--- src/rtl/bus_arbiter_if.sv ---
// bus_arbiter_if: fetch port, data port and RAM port bundle for bus_arbiter
//   slave  : arbiter side (drives readies, read data, RAM controls, stall_req)
//   master : environment side (requesters and RAM)
//   ADDR_W : width of the RAM word address
interface bus_arbiter_if #(
   parameter int ADDR_W = 20
);
   logic              if_req;
   logic [31:0]       if_addr;
   logic [31:0]       if_rdata;
   logic              if_ready;
   logic              mem_req;
   logic              mem_we;
   logic [3:0]        mem_be;
   logic [31:0]       mem_addr;
   logic [31:0]       mem_wdata;
   logic [31:0]       mem_rdata;
   logic              mem_ready;
   logic              ram_ce;
   logic              ram_we;
   logic [3:0]        ram_be;
   logic [ADDR_W-1:0] ram_addr;
   logic [31:0]       ram_wdata;
   logic [31:0]       ram_rdata;
   logic              stall_req;

   modport slave (
      input  if_req, if_addr, mem_req, mem_we, mem_be, mem_addr, mem_wdata, ram_rdata,
      output if_rdata, if_ready, mem_rdata, mem_ready,
      output ram_ce, ram_we, ram_be, ram_addr, ram_wdata, stall_req
   );

   modport master (
      output if_req, if_addr, mem_req, mem_we, mem_be, mem_addr, mem_wdata, ram_rdata,
      input  if_rdata, if_ready, mem_rdata, mem_ready,
      input  ram_ce, ram_we, ram_be, ram_addr, ram_wdata, stall_req
   );
endinterface

--- src/rtl/bus_arbiter.sv ---
// bus_arbiter: shares one single-port RAM between an instruction-fetch port and a data port
//   clk         : system clock, rising edge
//   rst         : asynchronous reset, active low
//   bus (slave) : fetch request/response, data request/response, RAM port, stall_req
//   WAIT_CYCLES : extra RAM wait cycles per access (0..7)
//   ADDR_W      : RAM word address width
//   BUS_ARB_FAIR_EN : when defined, ties alternate between the ports instead of favouring data
module bus_arbiter #(
   parameter int WAIT_CYCLES = 1,
   parameter int ADDR_W      = 20
) (
   input  logic         clk,
   input  logic         rst,
   bus_arbiter_if.slave bus
);
   typedef enum logic [1:0] {IDLE, BUSY, RESP} state_t;

   state_t            r_state, w_next;
   logic [2:0]        r_cnt;
   logic              r_own;
   logic              r_ce, r_we;
   logic [3:0]        r_be;
   logic [ADDR_W-1:0] r_addr;
   logic [31:0]       r_wdata, r_if_rdata, r_mem_rdata;
   logic              w_req, w_gnt_mem, w_if_ready, w_mem_ready, w_unused;

   assign w_req = bus.if_req | bus.mem_req;

`ifdef BUS_ARB_FAIR_EN
   // Reset points priority at the data port; afterwards a tie goes to the port not served last
   logic r_mem_first;
   always_ff @(posedge clk or negedge rst)
      if (!rst) r_mem_first <= 1'b1;
      else if (r_state == IDLE && w_req) r_mem_first <= ~w_gnt_mem;
   assign w_gnt_mem = bus.mem_req & (~bus.if_req | r_mem_first);
`else
   assign w_gnt_mem = bus.mem_req;
`endif

   always_ff @(posedge clk or negedge rst)
      if (!rst) r_state <= IDLE;
      else r_state <= w_next;

   always_comb begin
      w_next = IDLE;
      w_next = (r_state == IDLE) ? (w_req ? BUSY : IDLE) :
               (r_state == BUSY) ? ((r_cnt == 3'd0) ? RESP : BUSY) : IDLE;
   end

   always_ff @(posedge clk or negedge rst)
      if (!rst) begin
         r_cnt       <= 3'd0;
         r_own       <= 1'b0;
         r_ce        <= 1'b0;
         r_we        <= 1'b0;
         r_be        <= 4'd0;
         r_addr      <= '0;
         r_wdata     <= 32'd0;
         r_if_rdata  <= 32'd0;
         r_mem_rdata <= 32'd0;
      end else begin
         r_ce <= (w_next == BUSY);
         if (r_state == IDLE && w_req) begin
            r_own   <= w_gnt_mem;
            r_cnt   <= 3'(WAIT_CYCLES);
            r_we    <= w_gnt_mem & bus.mem_we;
            r_be    <= w_gnt_mem ? bus.mem_be : 4'hF;
            r_addr  <= w_gnt_mem ? bus.mem_addr[ADDR_W+1:2] : bus.if_addr[ADDR_W+1:2];
            r_wdata <= w_gnt_mem ? bus.mem_wdata : 32'd0;
         end else if (r_state == BUSY) begin
            if (r_cnt != 3'd0) r_cnt <= r_cnt - 3'd1;
            else begin
               // last BUSY cycle: RAM data is valid now, strobes drop as we leave BUSY
               r_we <= 1'b0;
               r_be <= 4'd0;
               if (!r_we && r_own) r_mem_rdata <= bus.ram_rdata;
               if (!r_we && !r_own) r_if_rdata <= bus.ram_rdata;
            end
         end
      end

   assign w_if_ready  = (r_state == RESP) & ~r_own;
   assign w_mem_ready = (r_state == RESP) & r_own;

   assign bus.if_ready  = w_if_ready;
   assign bus.mem_ready = w_mem_ready;
   assign bus.if_rdata  = r_if_rdata;
   assign bus.mem_rdata = r_mem_rdata;
   assign bus.ram_ce    = r_ce;
   assign bus.ram_we    = r_we;
   assign bus.ram_be    = r_be;
   assign bus.ram_addr  = r_addr;
   assign bus.ram_wdata = r_wdata;
   assign bus.stall_req = (bus.if_req & ~w_if_ready) | (bus.mem_req & ~w_mem_ready);

   // byte-offset and out-of-range address bits carry no meaning for the RAM
   assign w_unused = &{1'b0, bus.if_addr[31:ADDR_W+2], bus.if_addr[1:0],
                       bus.mem_addr[31:ADDR_W+2], bus.mem_addr[1:0]};
endmodule

--- src/flat_wrapper.sv ---
// flat-port wrapper written by rule: the top's interface ports become plain ports
module bus_arbiter_flat 
#(
   parameter int WAIT_CYCLES = 1,
   parameter int ADDR_W      = 20
)
  (clk, rst, bus_if_req, bus_if_addr, bus_mem_req, bus_mem_we, bus_mem_be, bus_mem_addr, bus_mem_wdata, bus_ram_rdata, bus_if_rdata, bus_if_ready, bus_mem_rdata, bus_mem_ready, bus_ram_ce, bus_ram_we, bus_ram_be, bus_ram_addr, bus_ram_wdata, bus_stall_req);
  bus_arbiter_if #(.ADDR_W(ADDR_W)) bus_i ();
  input  logic clk;
  input  logic rst;
  input wire logic [$bits(bus_i.if_req)-1:0] bus_if_req;
  input wire logic [$bits(bus_i.if_addr)-1:0] bus_if_addr;
  input wire logic [$bits(bus_i.mem_req)-1:0] bus_mem_req;
  input wire logic [$bits(bus_i.mem_we)-1:0] bus_mem_we;
  input wire logic [$bits(bus_i.mem_be)-1:0] bus_mem_be;
  input wire logic [$bits(bus_i.mem_addr)-1:0] bus_mem_addr;
  input wire logic [$bits(bus_i.mem_wdata)-1:0] bus_mem_wdata;
  input wire logic [$bits(bus_i.ram_rdata)-1:0] bus_ram_rdata;
  output wire logic [$bits(bus_i.if_rdata)-1:0] bus_if_rdata;
  output wire logic [$bits(bus_i.if_ready)-1:0] bus_if_ready;
  output wire logic [$bits(bus_i.mem_rdata)-1:0] bus_mem_rdata;
  output wire logic [$bits(bus_i.mem_ready)-1:0] bus_mem_ready;
  output wire logic [$bits(bus_i.ram_ce)-1:0] bus_ram_ce;
  output wire logic [$bits(bus_i.ram_we)-1:0] bus_ram_we;
  output wire logic [$bits(bus_i.ram_be)-1:0] bus_ram_be;
  output wire logic [$bits(bus_i.ram_addr)-1:0] bus_ram_addr;
  output wire logic [$bits(bus_i.ram_wdata)-1:0] bus_ram_wdata;
  output wire logic [$bits(bus_i.stall_req)-1:0] bus_stall_req;
  assign bus_i.if_req = bus_if_req;
  assign bus_i.if_addr = bus_if_addr;
  assign bus_i.mem_req = bus_mem_req;
  assign bus_i.mem_we = bus_mem_we;
  assign bus_i.mem_be = bus_mem_be;
  assign bus_i.mem_addr = bus_mem_addr;
  assign bus_i.mem_wdata = bus_mem_wdata;
  assign bus_i.ram_rdata = bus_ram_rdata;
  assign bus_if_rdata = bus_i.if_rdata;
  assign bus_if_ready = bus_i.if_ready;
  assign bus_mem_rdata = bus_i.mem_rdata;
  assign bus_mem_ready = bus_i.mem_ready;
  assign bus_ram_ce = bus_i.ram_ce;
  assign bus_ram_we = bus_i.ram_we;
  assign bus_ram_be = bus_i.ram_be;
  assign bus_ram_addr = bus_i.ram_addr;
  assign bus_ram_wdata = bus_i.ram_wdata;
  assign bus_stall_req = bus_i.stall_req;
  bus_arbiter #(.WAIT_CYCLES(WAIT_CYCLES), .ADDR_W(ADDR_W)) u_core (.clk(clk), .rst(rst), .bus(bus_i));
endmodule
--- config.mk ---
export PLATFORM = sky130hd
export DESIGN_NAME = bus_arbiter_flat
export DESIGN_NICKNAME = d
export VERILOG_FILES = /design/src/rtl/bus_arbiter_if.sv /design/src/rtl/bus_arbiter.sv /design/src/flat_wrapper.sv
export SDC_FILE = /design/constraint.sdc
export NUM_CORES = 1
export LEC_CHECK = 0
export BUFFER_PORTS_ARGS = -buffer_cell sky130_fd_sc_hd__buf_2
export CORE_UTILIZATION = 45
export CTS_CLUSTER_DIAMETER = 80
export DETAILED_ROUTE_END_ITERATION = 12
export GPL_TIMING_DRIVEN = 0
export PLACE_DENSITY = 0.8
export SYNTH_ARGS = -nofsm -noshare
export SYNTH_HDL_FRONTEND = slang
export SYNTH_SLANG_ARGS = --single-unit
--- constraint.sdc ---
create_clock -name clk -period 2.75 [get_ports clk]
set_clock_uncertainty 0.15 [all_clocks]
set_input_delay 0.4125 -clock clk [delete_from_list [all_inputs] [get_ports clk]]
set_output_delay 0.4125 -clock clk [all_outputs]
set_load 0.02 [all_outputs]
# Yosys cells after proc, flatten, opt, wreduce, memory -nomap -nowiden
# Index checks and enable logic that the tools add are counted.
[totals]
regBits = 128
latch_bits = 0
mem_bits_rw = 0
mem_bits_ro = 0
in_bits = 137
output_inout_bits = 125
wordCells = 57
mem_count = 0
[classes]
n_addsub = 1
n_mul = 0
n_div = 0
magnitude_cmp = 0
eq_ne = 4
shifts = 0
mux = 16
bitwise_logic = 12
reduce_logical = 14
[ops]
columns = ["cell", "count"]
rows = [
  ["32-bit 2-to-1 mux", 1],
  ["20-bit 2-to-1 mux", 1],
  ["4-bit 2-to-1 mux", 4],
  ["3-bit 2-to-1 mux", 3],
  ["4-bit AND reduction", 2],
  ["2-bit 2-to-1 mux", 3],
  ["1-bit AND", 5],
  ["1-bit NOT", 5],
  ["2-bit by 1-bit equality test with 1-bit output, second input constant", 2],
  ["1-bit 2-to-1 mux", 4],
  ["2-bit AND reduction", 2],
  ["2-bit nonzero test", 2],
  ["1-bit logical AND", 3],
  ["3-bit logical NOT", 1],
  ["3-bit nonzero test", 1],
  ["3-bit by 1-bit subtractor with 3-bit output, second input constant", 1],
  ["2-bit equality test, second input constant", 1],
  ["1-bit logical NOT", 2],
  ["2-bit logical NOT", 1],
  ["2-bit by 1-bit inequality test with 1-bit output, second input constant", 1],
  ["1-bit OR", 2],
]

# Longest topological paths before layout
# Gate-level depths: netlist (run 1).
[logic_depth]
depth_word = 5
depth_mapped = 8
depth_no_buf = 6

# Worst setup path before layout (run 1)
# Ideal clock, no wire load.
[synth_timing]
path_kind = "register to register"
from = "register u_core.r_cnt[0]"
to = "register u_core.r_mem_rdata[0] (netlist: u_core.bus.mem_rdata[0])"
setup_time_ps = 125
t_arrival_ps = 1866
t_required_ps = 2475
path_slack_ps = 609
path_stages_with_launch = 9
n_path_buf = 2
synth_period_minus_slack_ps = 2141
cell_sequence = "dfrtp_1 > inv_1 > ha_1 > ha_1 > nand3b_2 > or3b_1 > buf_2 > buf_6 > mux2_4"
[synth_between]
elab_chain_len = 3
[synth_rtl]
columns = ["element", "line", "source"]
rows = [
  ["start, declared", "bus_arbiter.sv:19", "logic [2:0] r_cnt;"],
  ["start signal, assigned", "bus_arbiter.sv:65", "r_cnt <= 3'(WAIT_CYCLES);"],
  ["start signal, assigned", "bus_arbiter.sv:71", "if (r_cnt != 3'd0) r_cnt <= r_cnt - 3'd1;"],
  ["3-bit nonzero test", "bus_arbiter.sv:71", ""],
  ["1-bit NOT (no line)", "--", ""],
  ["4-bit AND reduction (no line)", "--", ""],
  ["end signal, assigned", "bus_arbiter.sv:76", "if (!r_we && r_own) r_mem_rdata <= bus.ram_rdata;"],
  ["end, declared", "bus_arbiter.sv:24", "logic [31:0] r_wdata, r_if_rdata, r_mem_rdata;"],
]
# No other way between the ends.
# A chain may end at the register's enable or synchronous reset.

# Worst setup path in the final report (run 1)
[layout_timing]
from = "register u_core.r_cnt[0]"
to = "register u_core.r_if_rdata[20] (netlist: u_core.bus.if_rdata[20])"
[layout_between]
elab_chain_len = 3
[layout_rtl]
columns = ["element", "line", "source"]
rows = [
  ["3-bit nonzero test", "bus_arbiter.sv:71", ""],
  ["1-bit NOT (no line)", "--", ""],
  ["4-bit AND reduction (no line)", "--", ""],
  ["end signal, assigned", "bus_arbiter.sv:77", "if (!r_we && !r_own) r_if_rdata <= bus.ram_rdata;"],
  ["end, declared", "bus_arbiter.sv:24", ""],
]
# No other way between the ends.

==> impl_metrics.json, run 1 <==
{
  "p_leak_uw": 0.003746,
  "slew_headroom": 0.4602,
  "synth_top_area_cell": "dfrtp_1",
  "instances_no_fill": 736,
  "seq_area_frac_synth": 0.6248,
  "critPathLaunchType": "flop",
  "timing.critical_path.cells": "inv_1 -> ha_1 -> ha_1 -> nand3b_2 -> nor3_2 -> buf_2 -> mux2_2",
  "cts_hold_buffers": 1,
  "worst_pin_slew_ns": 0.8080,
  "outcome": "complete, no violations",
  "cts_tree": "done",
  "dp_slack_ns": 0.2865,
  "synthTopCellsByArea": "dfrtp_1 62%, mux2_2 16%, mux2_4 8.8%",
  "cts_resized": 0,
  "numPortBuffers": 237,
  "numCtsBuffers": 17,
  "final-max-slew-violation-count": 0,
  "dieHeight_um": 108.7,
  "synth_area_per_cell_um2": 15.77,
  "grt_antenna_before_repair": 0,
  "dpl.hpwl_um": 9337,
  "setup_viol": 0,
  "r2r-start": "u_core.r_cnt[0]",
  "area_growth_pct": 40.08,
  "syn_area_mm2": 0.005126,
  "critPathSlowestCell": "nor3_2",
  "drt_wl_total_um": 12990,
  "via_per_inst": 5.126,
  "cts.sinks": 128,
  "finalCritPeriodShare": 0.8795,
  "clk_pin_slew_worst_paths_ns": 0.06,
  "wl_per_cell_um": 17.64,
  "root_buffer": "clkbuf_16",
  "synth_top_area_share": 0.6248,
  "worstPathArrival_ns": 2.56,
  "die_w_um": 108.7,
  "reg2reg_slack_ns": 0.33,
  "min_to": "u_core.bus.ram_we",
  "yosysWarnings": 0,
  "grt_pass1_wl_um": 19880,
  "end_kind": "flop",
  "fmax_mhz": 413.5,
  "reg2reg_to": "u_core.bus.if_rdata[20]",
  "cts.path.max_buffers": 2,
  "yosysUniqueCellTypes": 27,
  "gp_congestion": 0.7924,
  "fin_crit_ns": 2.419,
  "synthCells": 325,
  "drt_iter0_drc": 230,
  "cts-htree-levels": 4,
  "grt_overflow": 0,
  "drive_gt1_frac": 0.6376,
  "antenna_left": 0,
  "clock_latency_ns": 0.41,
  "min_from": "bus_mem_we",
  "synth-seq-cells": 128,
  "cp_max_fo": 10,
  "core_region_area_mm2": 0.01098,
  "vias": 3773,
  "critPathRequiredTime_ns": 2.89,
  "grt_max_degree": 103,
  "io_pins": 262,
  "track_usage": 0.2252,
  "initial_core_util": 0.4667,
  "num_antenna_cells": 0,
  "reg2reg_depth": 7,
  "dp_cells": 703,
  "crit_top_cell": "ha_1",
  "hp-class": "input port to flop",
  "fin_ws_ns": 0.3314,
  "die_area_mm2": 0.01182,
  "row_count": 38,
  "drcViolationCount": 0,
  "final_hold_viol_count": 0,
  "slowest_delay_ns": 0.40,
  "syn_nets": 464,
  "max-cap-violations": 0,
  "grt_pass1_vias": 3912,
  "nNetsFinal": 722,
  "rsz0062_at_grt": "false",
  "hold_depth": 3,
  "peakVddDrop_v": 0.0008864,
  "p_per_area_mw_per_mm2": 1397,
  "critical_path_class": "flop to flop",
  "drt_pre_antenna_iters": 4,
  "cts_setup_buffers": 0
}
per-stage QoR:
stage,util,power (uW),cell area [um^2],hold WS (ns),setup TNS [ns]
6_report,0.6538,10030,7181,0.07111,0
5_1_grt,0.6538,10570,7181,0.05993,0
4_1_cts,0.6538,10130,7181,0.04815,0
3_5_place_dp,0.5938,7625,6521,0.1496,0
3_3_place_gp,0.5907,7471,6487,0.3145,-54.88
2_1_floorplan,-,6121,5126,-0.03309,0
logic make-up (layout without fill, tap and decap cells):
logic type | count (synthesis) | after routing | share of synthesized area
DFF | 128 | 128 | 0.6248
muxes | 105 | 105 | 0.2526
and+or+nand+nor | 18 | 18 | 0.02221
AOI/OAI and AO/OA | 45 | 45 | 0.07030
adders and majority gates | 2 | 2 | 0.004881
buffers and inverters | 27 | 298 | 0.02514
worst max-delay path by stage:
stage	startpoint	to	slack, ns
3_3_place_gp	rst	u_core.bus.ram_addr[8]	-0.44
4_1_cts	u_core.r_cnt[0]	u_core.bus.if_rdata[22]	0.27
6_report	u_core.r_cnt[0]	u_core.bus.if_rdata[20]	0.33
2_1_floorplan	u_core.r_cnt[0]	u_core.bus.mem_rdata[0]	0.61
3_5_place_dp	u_core.r_cnt[0]	u_core.bus.if_rdata[20]	0.29
5_1_grt	u_core.r_cnt[0]	u_core.bus.if_rdata[22]	0.08
routing by layer:
layer  share of wire  track usage  wire (um)  vias to the layer above
li1                -            -          -                     1711
met1            0.40       0.2576       5174                     1857
met2            0.49       0.3784       6418                      186
met3           0.092      0.09145       1193                       19
met4           0.015      0.08301        199                        0
met5               0            0          0                        -
power by group:
group / leakage [uW] / switching [uW] / internal [uW]
combinational: 0.00188 / 2360 / 1840
sequential: 0.00155 / 532 / 2860
clock: 0.000320 / 796 / 1640
total: 0.00375 / 3690 / 6340
cell usage in the layout, fill, tap and decap left out, types with 2 or more instances in the layout:
| cell | netlist | final |
|---|---|---|
| a211oi_1 | 2 | 2 |
| a21oi_1 | 4 | 4 |
| a22o_1 | 32 | 32 |
| buf_2 | 4 | 240 |
| buf_6 | 3 | 4 |
| bufinv_16 | 0 | 4 |
| clkbuf_1 | 12 | 13 |
| clkbuf_16 | 0 | 17 |
| clkbuf_8 | 0 | 5 |
| clkinv_2 | 0 | 3 |
| dfrtp_1 | 128 | 128 |
| ha_1 | 2 | 2 |
| inv_1 | 7 | 7 |
| mux2_1 | 3 | 3 |
| mux2_2 | 72 | 72 |
| mux2_4 | 30 | 30 |
| nand2_1 | 5 | 5 |
| nor3b_1 | 2 | 2 |
| nor4_1 | 4 | 4 |
| o21ai_0 | 2 | 2 |
| o22ai_1 | 3 | 3 |
synth_stat cells, drive strengths merged:
master,instances
a211oi,2
a21o,1
a21oi,4
a22o,32
a32oi,1
and3b,1
buf,8
clkbuf,12
dfrtp,128
ha,2
inv,7
mux2,105
nand2,5
nand3b,2
nor2,1
nor3,2
nor3b,2
nor4,4
o21ai,2
o22ai,3
or3b,1
cell type report:
| class | instances | area (um^2) |
|---|---|---|
| Fill cell | 778 | 3802 |
| Sequential cell | 128 | 3203 |
| Multi-Input combinational cell | 170 | 1794 |
| Timing Repair Buffer | 239 | 1230 |
| Clock buffer | 23 | 498.0 |
| Tap cell | 140 | 175.2 |
| Clock inverter | 9 | 151.4 |
| Buffer | 20 | 102.6 |
| Inverter | 7 | 26.28 |
critical path, delay by kind of cell (launching register included):
family,cells,cell delay (ns)
simple gates,2,0.59
flops,1,0.38
mux,1,0.38
fa+ha+maj,2,0.37
buf+inv,2,0.43
sequential cells by signal, summed over array words and instances (netlist names):
| name | cells |
|---|---|
| u_core.bus.if_rdata | 32 |
| u_core.bus.mem_rdata | 32 |
| u_core.bus.ram_wdata | 32 |
| u_core.bus.ram_addr | 20 |
| u_core.bus.ram_be | 4 |
| u_core.r_cnt | 3 |
| u_core.r_state | 2 |
| u_core.bus.ram_ce | 1 |
| u_core.bus.ram_we | 1 |
| u_core.r_own | 1 |
Power figures use the tool's default switching activity.
==> run 2: changes to the inputs <==
Settings changed: CELL_PAD_IN_SITES_DETAIL_PLACEMENT from default to 0, CELL_PAD_IN_SITES_GLOBAL_PLACEMENT from default to 2, CORE_UTILIZATION 45 to 29, PLACE_DENSITY 0.8 to 0.81, RECOVER_POWER from default to 25.
==> run 2 against run 1 <==
- clock-buffer cell count fell by 3
- combinational power fell by 1%
- final cell count rose by 12%
- critical path depth did not move
- first-iteration DRC count fell by 53%
- total power rose by 1.4%
- largest power group unchanged
- wire length rose by 3.5%
- largest cell class unchanged
==> impl_metrics.json, run 2 (synthesized netlist as in run 1, its figures left out) <==
{
  "critPathLaunchType": "flop",
  "io_pins": 262,
  "die_area_mm2": 0.01821,
  "cts_hold_buffers": 1,
  "cts_setup_buffers": 0,
  "via_per_inst": 4.496,
  "cts.sinks": 128,
  "area_growth_pct": 42.76,
  "root_buffer": "clkbuf_16",
  "finalSetupTns_ns": 0,
  "cts-htree-levels": 4,
  "peakVddDrop_v": 0.0005583,
  "layout_common_cells": "231 x buf_2, 128 x dfrtp_1, 72 x mux2_2",
  "drt_iter0_drc": 107,
  "cts.path.max_buffers": 2,
  "drt_wl_total_um": 13440,
  "dieHeight_um": 135.0,
  "final-max-slew-violation-count": 0,
  "clock_latency_ns": 0.40,
  "drcViolationCount": 0,
  "setup_viol": 0,
  "fillers": 1693,
  "cp_max_fo": 10,
  "numPortBuffers": 237,
  "grt_pass1_vias": 3901,
  "critical_path_class": "flop to flop",
  "cts_resized": 0,
  "slew_headroom": 0.3654,
  "core_region_area_mm2": 0.01730,
  "gp_congestion": 0.7348,
  "antenna_left": 0,
  "p_leak_uw": 0.003735,
  "grt_overflow": 0,
  "row_count": 48,
  "wl_per_cell_um": 16.36,
  "critPathRequiredTime_ns": 2.89,
  "drt_pre_antenna_iters": 4,
  "outcome": "complete, no violations",
  "hp-class": "input port to flop",
  "max-cap-violations": 0,
  "die_w_um": 135.0,
  "end_kind": "flop",
  "vias": 3696,
  "final_common_cell": "buf_2",
  "drive_gt1_frac": 0.6218,
  "nNetsFinal": 722,
  "numCtsBuffers": 17,
  "grt_pass1_wl_um": 20690,
  "grt_max_degree": 100,
  "worstPathArrival_ns": 2.57,
  "cts_tree": "done",
  "dpl.hpwl_um": 9833,
  "finalCritPeriodShare": 0.8855,
  "track_usage": 0.1495,
  "grt_antenna_before_repair": 2,
  "p_per_area_mw_per_mm2": 1390,
  "fmax_mhz": 410.7,
  "initial_core_util": 0.2964,
  "final_hold_viol_count": 0,
  "holdWs_ns": 0.07667,
  "worst_pin_slew_ns": 0.9499,
  "rsz0062_at_grt": "false",
  "fin_crit_ns": 2.435,
  "clk_pin_slew_worst_paths_ns": 0.06
}
-- run 2: changes by cell type in the layout (fill, tap and decap cells not counted) --
cell | before | now
nand3b_2 | 1 | 0
inv_6 | 1 | 4
bufinv_16 | 4 | 6
clkinv_4 | 0 | 1
clkbuf_1 | 13 | 21
clkinv_2 | 3 | 0
clkbuf_8 | 5 | 3
clkinvlp_4 | 1 | 0
buf_2 | 240 | 231
diode_2 | 0 | 2
nand3b_1 | 1 | 2
-- run 2: worst paths after layout --
path | start | endpoint | slack (ns) | cells past startpoint
max in group asynchronous | rst | u_core.bus.ram_wdata[9] | 1.34 | 3
min in group asynchronous | rst | u_core.bus.mem_rdata[1] | 0.31 | 2
setup / recovery | u_core.r_cnt[0] | u_core.bus.if_rdata[18] | 0.31 | 7
hold / removal | bus_mem_wdata[25] | u_core.bus.ram_wdata[25] | 0.08 | 2
hold reg to reg | u_core.bus.if_rdata[30] | u_core.bus.if_rdata[30] | 0.33 | 1
setup reg to reg | u_core.r_cnt[0] | u_core.bus.if_rdata[18] | 0.31 | 7
-- run 2: metal layers --
metal  wire [um]  part of all wire  vias up  GRT usage
li1            -                 -     1699          -
met1        5927              0.44     1817     0.1889
met2        6404              0.48      168     0.2423
met3         996             0.074       12    0.05105
met4         116            0.0086        0    0.04245
met5           0                 0        -          0
-- run 2: where the power goes --
| part | leakage (uW) | switching, uW | internal, uW |
|---|---|---|---|
| clock network | 0.000338 | 841 | 1780 |
| logic | 0.00185 | 2350 | 1820 |
| registers | 0.00155 | 516 | 2860 |
| total | 0.00374 | 3710 | 6460 |
-- run 2: layout make-up --
| class | count | area (um^2) | share of cell area |
|---|---|---|---|
| Clock buffer | 20 | 466.7 | 0.06377 |
| Tap cell | 225 | 281.5 | 0.03847 |
| Sequential cell | 128 | 3203 | 0.4377 |
| Buffer | 20 | 102.6 | 0.01402 |
| Clock inverter | 11 | 224.0 | 0.03060 |
| Inverter | 7 | 26.28 | 0.003590 |
| Multi-Input combinational cell | 170 | 1790 | 0.2447 |
| Timing Repair Buffer | 239 | 1219 | 0.1665 |
| Antenna cell | 2 | 5.005 | 0.0006839 |
-- run 2: per-stage QoR --
step	total power, uW	instances	cell area, um^2	util	setup WS [ns]
2_1_floorplan	6121	325	5126	-	0.6089
3_3_place_gp	7543	787	6594	0.3812	-0.5580
3_5_place_dp	7641	788	6628	0.3832	0.2951
4_1_cts	10320	820	7328	0.4237	0.3080
5_1_grt	10730	820	7313	0.4228	0.1238
6_report	10170	822	7318	0.4231	0.3149
-- run 2: critical path, stage by stage, from the launching register on --
cell,delay (ns)
dfrtp_1,0.38
inv_1,0.06
ha_1,0.15
ha_1,0.21
nand3b_1,0.24
nor3_2,0.38
buf_2,0.36
mux2_2,0.38
